File: src/rtl/wb_arbiter_if.sv
// Bus bundle between the writeback arbiter and its producers/consumers.
// The master drives ALU/LSU/decode inputs; the slave (the arbiter) drives the rest.
interface wb_arbiter_if;
    logic        alu_valid_i;
    logic [4:0]  alu_rd_i;
    logic [31:0] alu_data_i;
    logic        lsu_valid_i;
    logic        lsu_ready_o;
    logic [4:0]  lsu_rd_i;
    logic [31:0] lsu_data_i;
    logic        lsu_issue_i;
    logic [4:0]  lsu_issue_rd_i;
    logic [4:0]  rs1_addr_i;
    logic [4:0]  rs2_addr_i;
    logic        stall_o;
    logic        we_o;
    logic [4:0]  rd_addr_o;
    logic [31:0] rd_data_o;
    logic        err_o;

    modport master (
        output alu_valid_i, alu_rd_i, alu_data_i,
        output lsu_valid_i, lsu_rd_i, lsu_data_i,
        output lsu_issue_i, lsu_issue_rd_i,
        output rs1_addr_i, rs2_addr_i,
        input  lsu_ready_o, stall_o, we_o, rd_addr_o, rd_data_o, err_o
    );

    modport slave (
        input  alu_valid_i, alu_rd_i, alu_data_i,
        input  lsu_valid_i, lsu_rd_i, lsu_data_i,
        input  lsu_issue_i, lsu_issue_rd_i,
        input  rs1_addr_i, rs2_addr_i,
        output lsu_ready_o, stall_o, we_o, rd_addr_o, rd_data_o, err_o
    );
endinterface

File: src/rtl/wb_arbiter.sv
// Register-file writeback arbiter: ALU has priority over a 2-entry load FIFO,
// and a pending-load scoreboard drives the decode stall.
module wb_arbiter (
    input logic        clk,
    input logic        rst,
    wb_arbiter_if.slave bus
);

    logic [4:0]  fifo_rd_q   [2];
    logic [31:0] fifo_data_q [2];
    logic        head_q;
    logic [1:0]  count_q, count_d;
    logic [31:0] pend_q, pend_d;
    logic        we_q, we_d;
    logic [4:0]  rd_addr_q, rd_addr_d;
    logic [31:0] rd_data_q, rd_data_d;
    logic        err_q, err_d;

    logic        lsu_ready;
    logic        push, pop;
    logic        tail;
    logic [4:0]  head_rd;

    assign lsu_ready = (count_q != 2'd2);
    assign push      = bus.lsu_valid_i & lsu_ready;
    // The FIFO is only considered when the ALU is idle; a fresh push is never bypassed.
    assign pop       = ~bus.alu_valid_i & (count_q != 2'd0);
    assign tail      = head_q ^ count_q[0];
    assign head_rd   = fifo_rd_q[head_q];

    always_comb begin
        count_d = count_q;
        unique case ({push, pop})
            2'b10:   count_d = count_q + 2'd1;
            2'b01:   count_d = count_q - 2'd1;
            default: count_d = count_q;
        endcase
    end

    always_comb begin
        we_d      = 1'b0;
        rd_addr_d = rd_addr_q;
        rd_data_d = rd_data_q;
        if (bus.alu_valid_i) begin
            we_d      = (bus.alu_rd_i != 5'd0);
            rd_addr_d = bus.alu_rd_i;
            rd_data_d = bus.alu_data_i;
        end else if (pop) begin
            we_d      = (head_rd != 5'd0);
            rd_addr_d = head_rd;
            rd_data_d = fifo_data_q[head_q];
        end
    end

    // Clear first, then set, so a same-cycle issue to the popped rd stays pending.
    always_comb begin
        pend_d = pend_q;
        if (pop) begin
            pend_d[head_rd] = 1'b0;
        end
        if (bus.lsu_issue_i && (bus.lsu_issue_rd_i != 5'd0)) begin
            pend_d[bus.lsu_issue_rd_i] = 1'b1;
        end
        err_d = err_q | (bus.lsu_issue_i & pend_q[bus.lsu_issue_rd_i]);
    end

    always_ff @(posedge clk or posedge rst) begin
        if (rst) begin
            fifo_rd_q[0]   <= 5'd0;
            fifo_rd_q[1]   <= 5'd0;
            fifo_data_q[0] <= 32'd0;
            fifo_data_q[1] <= 32'd0;
            head_q         <= 1'b0;
            count_q        <= 2'd0;
            pend_q         <= 32'd0;
            we_q           <= 1'b0;
            rd_addr_q      <= 5'd0;
            rd_data_q      <= 32'd0;
            err_q          <= 1'b0;
        end else begin
            if (push) begin
                fifo_rd_q[tail]   <= bus.lsu_rd_i;
                fifo_data_q[tail] <= bus.lsu_data_i;
            end
            if (pop) begin
                head_q <= ~head_q;
            end
            count_q   <= count_d;
            pend_q    <= pend_d;
            we_q      <= we_d;
            rd_addr_q <= rd_addr_d;
            rd_data_q <= rd_data_d;
            err_q     <= err_d;
        end
    end

    assign bus.lsu_ready_o = lsu_ready;
    assign bus.stall_o     = pend_q[bus.rs1_addr_i] | pend_q[bus.rs2_addr_i];
    assign bus.we_o        = we_q;
    assign bus.rd_addr_o   = rd_addr_q;
    assign bus.rd_data_o   = rd_data_q;
    assign bus.err_o       = err_q;

endmodule
File: src/flat_wrapper.sv
// flat-port wrapper written by rule: the top's interface ports become plain ports
module wb_arbiter_flat 
  (clk, rst, bus_alu_valid_i, bus_alu_rd_i, bus_alu_data_i, bus_lsu_valid_i, bus_lsu_rd_i, bus_lsu_data_i, bus_lsu_issue_i, bus_lsu_issue_rd_i, bus_rs1_addr_i, bus_rs2_addr_i, bus_lsu_ready_o, bus_stall_o, bus_we_o, bus_rd_addr_o, bus_rd_data_o, bus_err_o);
  wb_arbiter_if bus_i ();
  input logic clk;
  input logic rst;
  input wire logic [$bits(bus_i.alu_valid_i)-1:0] bus_alu_valid_i;
  input wire logic [$bits(bus_i.alu_rd_i)-1:0] bus_alu_rd_i;
  input wire logic [$bits(bus_i.alu_data_i)-1:0] bus_alu_data_i;
  input wire logic [$bits(bus_i.lsu_valid_i)-1:0] bus_lsu_valid_i;
  input wire logic [$bits(bus_i.lsu_rd_i)-1:0] bus_lsu_rd_i;
  input wire logic [$bits(bus_i.lsu_data_i)-1:0] bus_lsu_data_i;
  input wire logic [$bits(bus_i.lsu_issue_i)-1:0] bus_lsu_issue_i;
  input wire logic [$bits(bus_i.lsu_issue_rd_i)-1:0] bus_lsu_issue_rd_i;
  input wire logic [$bits(bus_i.rs1_addr_i)-1:0] bus_rs1_addr_i;
  input wire logic [$bits(bus_i.rs2_addr_i)-1:0] bus_rs2_addr_i;
  output wire logic [$bits(bus_i.lsu_ready_o)-1:0] bus_lsu_ready_o;
  output wire logic [$bits(bus_i.stall_o)-1:0] bus_stall_o;
  output wire logic [$bits(bus_i.we_o)-1:0] bus_we_o;
  output wire logic [$bits(bus_i.rd_addr_o)-1:0] bus_rd_addr_o;
  output wire logic [$bits(bus_i.rd_data_o)-1:0] bus_rd_data_o;
  output wire logic [$bits(bus_i.err_o)-1:0] bus_err_o;
  assign bus_i.alu_valid_i = bus_alu_valid_i;
  assign bus_i.alu_rd_i = bus_alu_rd_i;
  assign bus_i.alu_data_i = bus_alu_data_i;
  assign bus_i.lsu_valid_i = bus_lsu_valid_i;
  assign bus_i.lsu_rd_i = bus_lsu_rd_i;
  assign bus_i.lsu_data_i = bus_lsu_data_i;
  assign bus_i.lsu_issue_i = bus_lsu_issue_i;
  assign bus_i.lsu_issue_rd_i = bus_lsu_issue_rd_i;
  assign bus_i.rs1_addr_i = bus_rs1_addr_i;
  assign bus_i.rs2_addr_i = bus_rs2_addr_i;
  assign bus_lsu_ready_o = bus_i.lsu_ready_o;
  assign bus_stall_o = bus_i.stall_o;
  assign bus_we_o = bus_i.we_o;
  assign bus_rd_addr_o = bus_i.rd_addr_o;
  assign bus_rd_data_o = bus_i.rd_data_o;
  assign bus_err_o = bus_i.err_o;
  wb_arbiter u_core (.clk(clk), .rst(rst), .bus(bus_i));
endmodule
File: config.mk
export PLATFORM = sky130hd
export DESIGN_NAME = wb_arbiter_flat
export DESIGN_NICKNAME = d
export VERILOG_FILES = /design/src/rtl/wb_arbiter_if.sv /design/src/rtl/wb_arbiter.sv /design/src/flat_wrapper.sv
export SDC_FILE = /design/constraint.sdc
export NUM_CORES = 1
export LEC_CHECK = 0
export CORE_AREA = 2 2 116 118
export DETAILED_ROUTE_END_ITERATION = 6
export DIE_AREA = 0 0 118 120
export GPL_TIMING_DRIVEN = 0
export PLACE_DENSITY = 0.95
export SYNTH_ARGS = -nofsm -noshare
export SYNTH_HDL_FRONTEND = slang
export SYNTH_SLANG_ARGS = --single-unit
File: constraint.sdc
create_clock -name clk -period 8.35 [get_ports clk]
set_input_delay 0.835 -clock clk [delete_from_list [all_inputs] [get_ports clk]]
set_output_delay 0.835 -clock clk [all_outputs]
set_load 0.1 [all_outputs]
==> metrics <==
layout cell share with drive strength beyond 1 0.193; Max Cap Viol 0; Max Root-Sink Buffers 2; CTS clk-pin slew, worst paths 0.06 ns; Final Cycle Share 0.503; final core occ 0.713; port bufs about 130; Synth area leaders dfrtp_1 52%, mux2_2 12%, o21ai_0 7.4%, mux2i_1 5.7%, mux4_2 5.7%; DRT iter0 DRCs 438; Detail Route Antenna Nets 0; Yosys cell types 36; syn_nets 712; CP max FO 8; clk root buf clkbuf_16; post-route setup slack 4.15 ns; total routed wirelength 19200 microns; die width between 100 and 150 microns; delay-heaviest family, CP buffers and inverters; DR pass1 iterations 5; Tmin final 4.20 ns; Fin Setup TNS 0 ns; first-pass GRT wire length slightly above 30000 microns; post-synthesis cell area 7150 sq um; CP Buf/Inv Count 2; pre-CTS WS 4.18 ns; Synth top area share 0.518; Clock Skew 0.0103 ns; Crit-path slowest cell clkdlybuf4s50_1; FP Rows 42; Post CTS Setup Buffer Count 0; via count 5786; DR vias/cell 6.06; post_cts resized 0; CTS sink cnt 148; die height 120 microns; Total GRT Usage 0.278; clock share of power 0.180; nets 860; Final Setup Violations 0; GR Overflow Total 0; Critical Path Source Type input port; number of enable flip-flop cells after synthesis 0; RSZ-0062 raised after global routing false; kind of critical path in2out; placed cell areas 8680 sq um; Worst-Skew Late Latency around 0.42 ns; Comb power frac 0.502; CTS buffer count 17; VDD IR max between 0.3 and 0.4 mV; largest net degree at the start of global routing 76; CTS tree yes; Hold WC Path Type reg2reg; Starting Density 0.551; Die ar. ~14000 sq um; Int Pwr roughly 2.3 mW; FMAX ~240 MHz; register area share after synthesis 0.518; initial antenna violation count 0; hold_buf cts 0; required time worst endpoint 7.52 ns; Worst Setup End Kind output port; drc violations 0; Sw Ratio 0.446; Slew @ Worst Pin 1.07 ns; Routed WL per cell between 20 and 25 microns; H-Tree Depth 4; core area roughly 13000 sq um; register bit total from synthesis 148; final instance area 9250 sq um; NetSw 1.82 mW; HPWL after DPL 13000 microns; max incr delay on CP 0.96 ns; post-synth top area cell dfrtp_1; CP Data Arrival Time approximately 3.4 ns; synthesized area per cell between 10 and 15 sq um; status completed; PwrDens approximately 440 nW/um^2; Leak 3.90 nW; Mapped Cells 617; Antenna Diode Count 0; vias in the first global route 6019; ys async rst share 1.00; crit-path cells clkbuf_1 > mux4_2 > a22o_1 > a2111oi_2 > a31oi_1 > a21o_1 > clkdlybuf4s50_1; Top Ports 135; Placer Congestion 0.915; Seq pwr share 0.319; Yosys warnings 0; endpoints failing hold 0; Slew Limit Fails 0; Most used DFF post-synth dfrtp_1; Slew headroom 0.284; area grow syn2layout 29.4%
## registers in the layout (all words and copies together), names as in the netlist
| signal | count |
|---|---|
| u_core.count_q | 2 |
| u_core.head_q | 1 |
| u_core.bus.rd_addr_o | 5 |
| u_core.bus.rd_data_o | 32 |
| u_core.pend_q | 32 |
| u_core.fifo_rd_q | 10 |
| u_core.bus.we_o | 1 |
| u_core.fifo_data_q | 64 |
| u_core.bus.err_o | 1 |
## path summary, 6_finish.rpt
path / from / endpoint / slack [ns] / cells after the start
max in group asynchronous: rst / u_core.fifo_data_q[0]$_DFFE_PP0P_ / 6.69 / 3
min in group asynchronous: rst / u_core.fifo_rd_q[7]$_DFFE_PP0P_ / 0.89 / 2
setup reg to reg: u_core.head_q$_DFFE_PP0P_ / u_core.pend_q[9]$_DFF_PP0_ / 6.08 / 6
hold reg to reg: u_core.fifo_data_q[48]$_DFFE_PP0P_ / u_core.fifo_data_q[48]$_DFFE_PP0P_ / 0.50 / 1
setup / recovery: bus_rs2_addr_i[2] / bus_stall_o / 4.15 / 7
hold / removal: u_core.fifo_data_q[48]$_DFFE_PP0P_ / u_core.fifo_data_q[48]$_DFFE_PP0P_ / 0.50 / 1
## per-stage QoR
stage / instances / hold slack, ns / total power, mW
floorplan: 617 / 0.477 / 2.77
global placement: 921 / 0.460 / 3.21
detailed placement: 922 / 0.493 / 3.30
CTS: 954 / 0.506 / 4.07
global route: 954 / 0.520 / 4.28
finish: 954 / 0.504 / 4.08
## placed cells by master (no fill, tap or decap), types with 5 or more instances in the layout
cell type	count
nand3_1	9
o21ai_0	106
mux2i_1	41
mux4_2	18
clkdlybuf4s50_1	128
mux2_2	77
nor2b_1	6
clkbuf_1	18
nor2_1	39
clkbuf_16	17
buf_2	14
nand2b_1	5
a21oi_1	33
nand2_1	59
dfrtp_1	148
mux4_1	6
## power by group through the flow
stage	clock network [mW]	registers [mW]	logic, mW
2_1_floorplan	0	1.75	1.02
3_3_place_gp	0	1.26	1.95
3_5_place_dp	0	1.29	2.01
4_1_cts	0.733	1.29	2.04
5_1_grt	0.767	1.34	2.17
6_report	0.733	1.30	2.05
## routing by layer
| metal | routed length, microns | vias to the layer above | global-route usage |
|---|---|---|---|
| met5 | 0 | - | 0 |
| met4 | 408 | 0 | 0.105 |
| met3 | 1500 | 42 | 0.0722 |
| met2 | 9860 | 283 | 0.476 |
| met1 | 7420 | 2928 | 0.341 |
| li1 | - | 2533 | - |
## area by class of cell
type	count	area, sq um
tap	176	220
clock inverter	11	98.8
buffer	38	190
fill	858	3730
inverter	3	16.3
sequential	148	3700
multi-input combinational	428	3240
clock buffer	21	470
timing repair buffer	129	1310
## logic make-up (layout without fill, tap and decap cells)
| kind of cell | after synthesis | count (layout) | synth area share |
|---|---|---|---|
| AOI/OAI and AO/OA | 152 | 152 | 0.112 |
| xor gates and xnor gates | 5 | 5 | 0.00613 |
| adders and majority gates | 1 | 1 | 0.00175 |
| buffers and inverters | 41 | 202 | 0.0282 |
| DFF | 148 | 148 | 0.518 |
| muxes | 142 | 142 | 0.258 |
| and+or+nand+nor | 128 | 128 | 0.0765 |
## synthesized netlist by cell type (2+ instances only)
| cell | instances |
|---|---|
| xnor2_1 | 3 |
| or2_2 | 2 |
| nand3_1 | 9 |
| nor2_1 | 39 |
| nand2_1 | 59 |
| a21oi_1 | 33 |
| a31oi_1 | 4 |
| buf_2 | 14 |
| dfrtp_1 | 148 |
| mux2_2 | 77 |
| mux2i_1 | 41 |
| xor2_1 | 2 |
| buf_6 | 3 |
| mux4_1 | 6 |
| nand2b_1 | 5 |
| buf_1 | 2 |
| nor2b_1 | 6 |
| clkbuf_1 | 17 |
| nand3b_1 | 2 |
| and3_1 | 2 |
| o21ai_0 | 106 |
| buf_4 | 2 |
| inv_1 | 3 |
| mux4_2 | 18 |
| o211ai_1 | 3 |
Power figures use the tool's default switching activity.
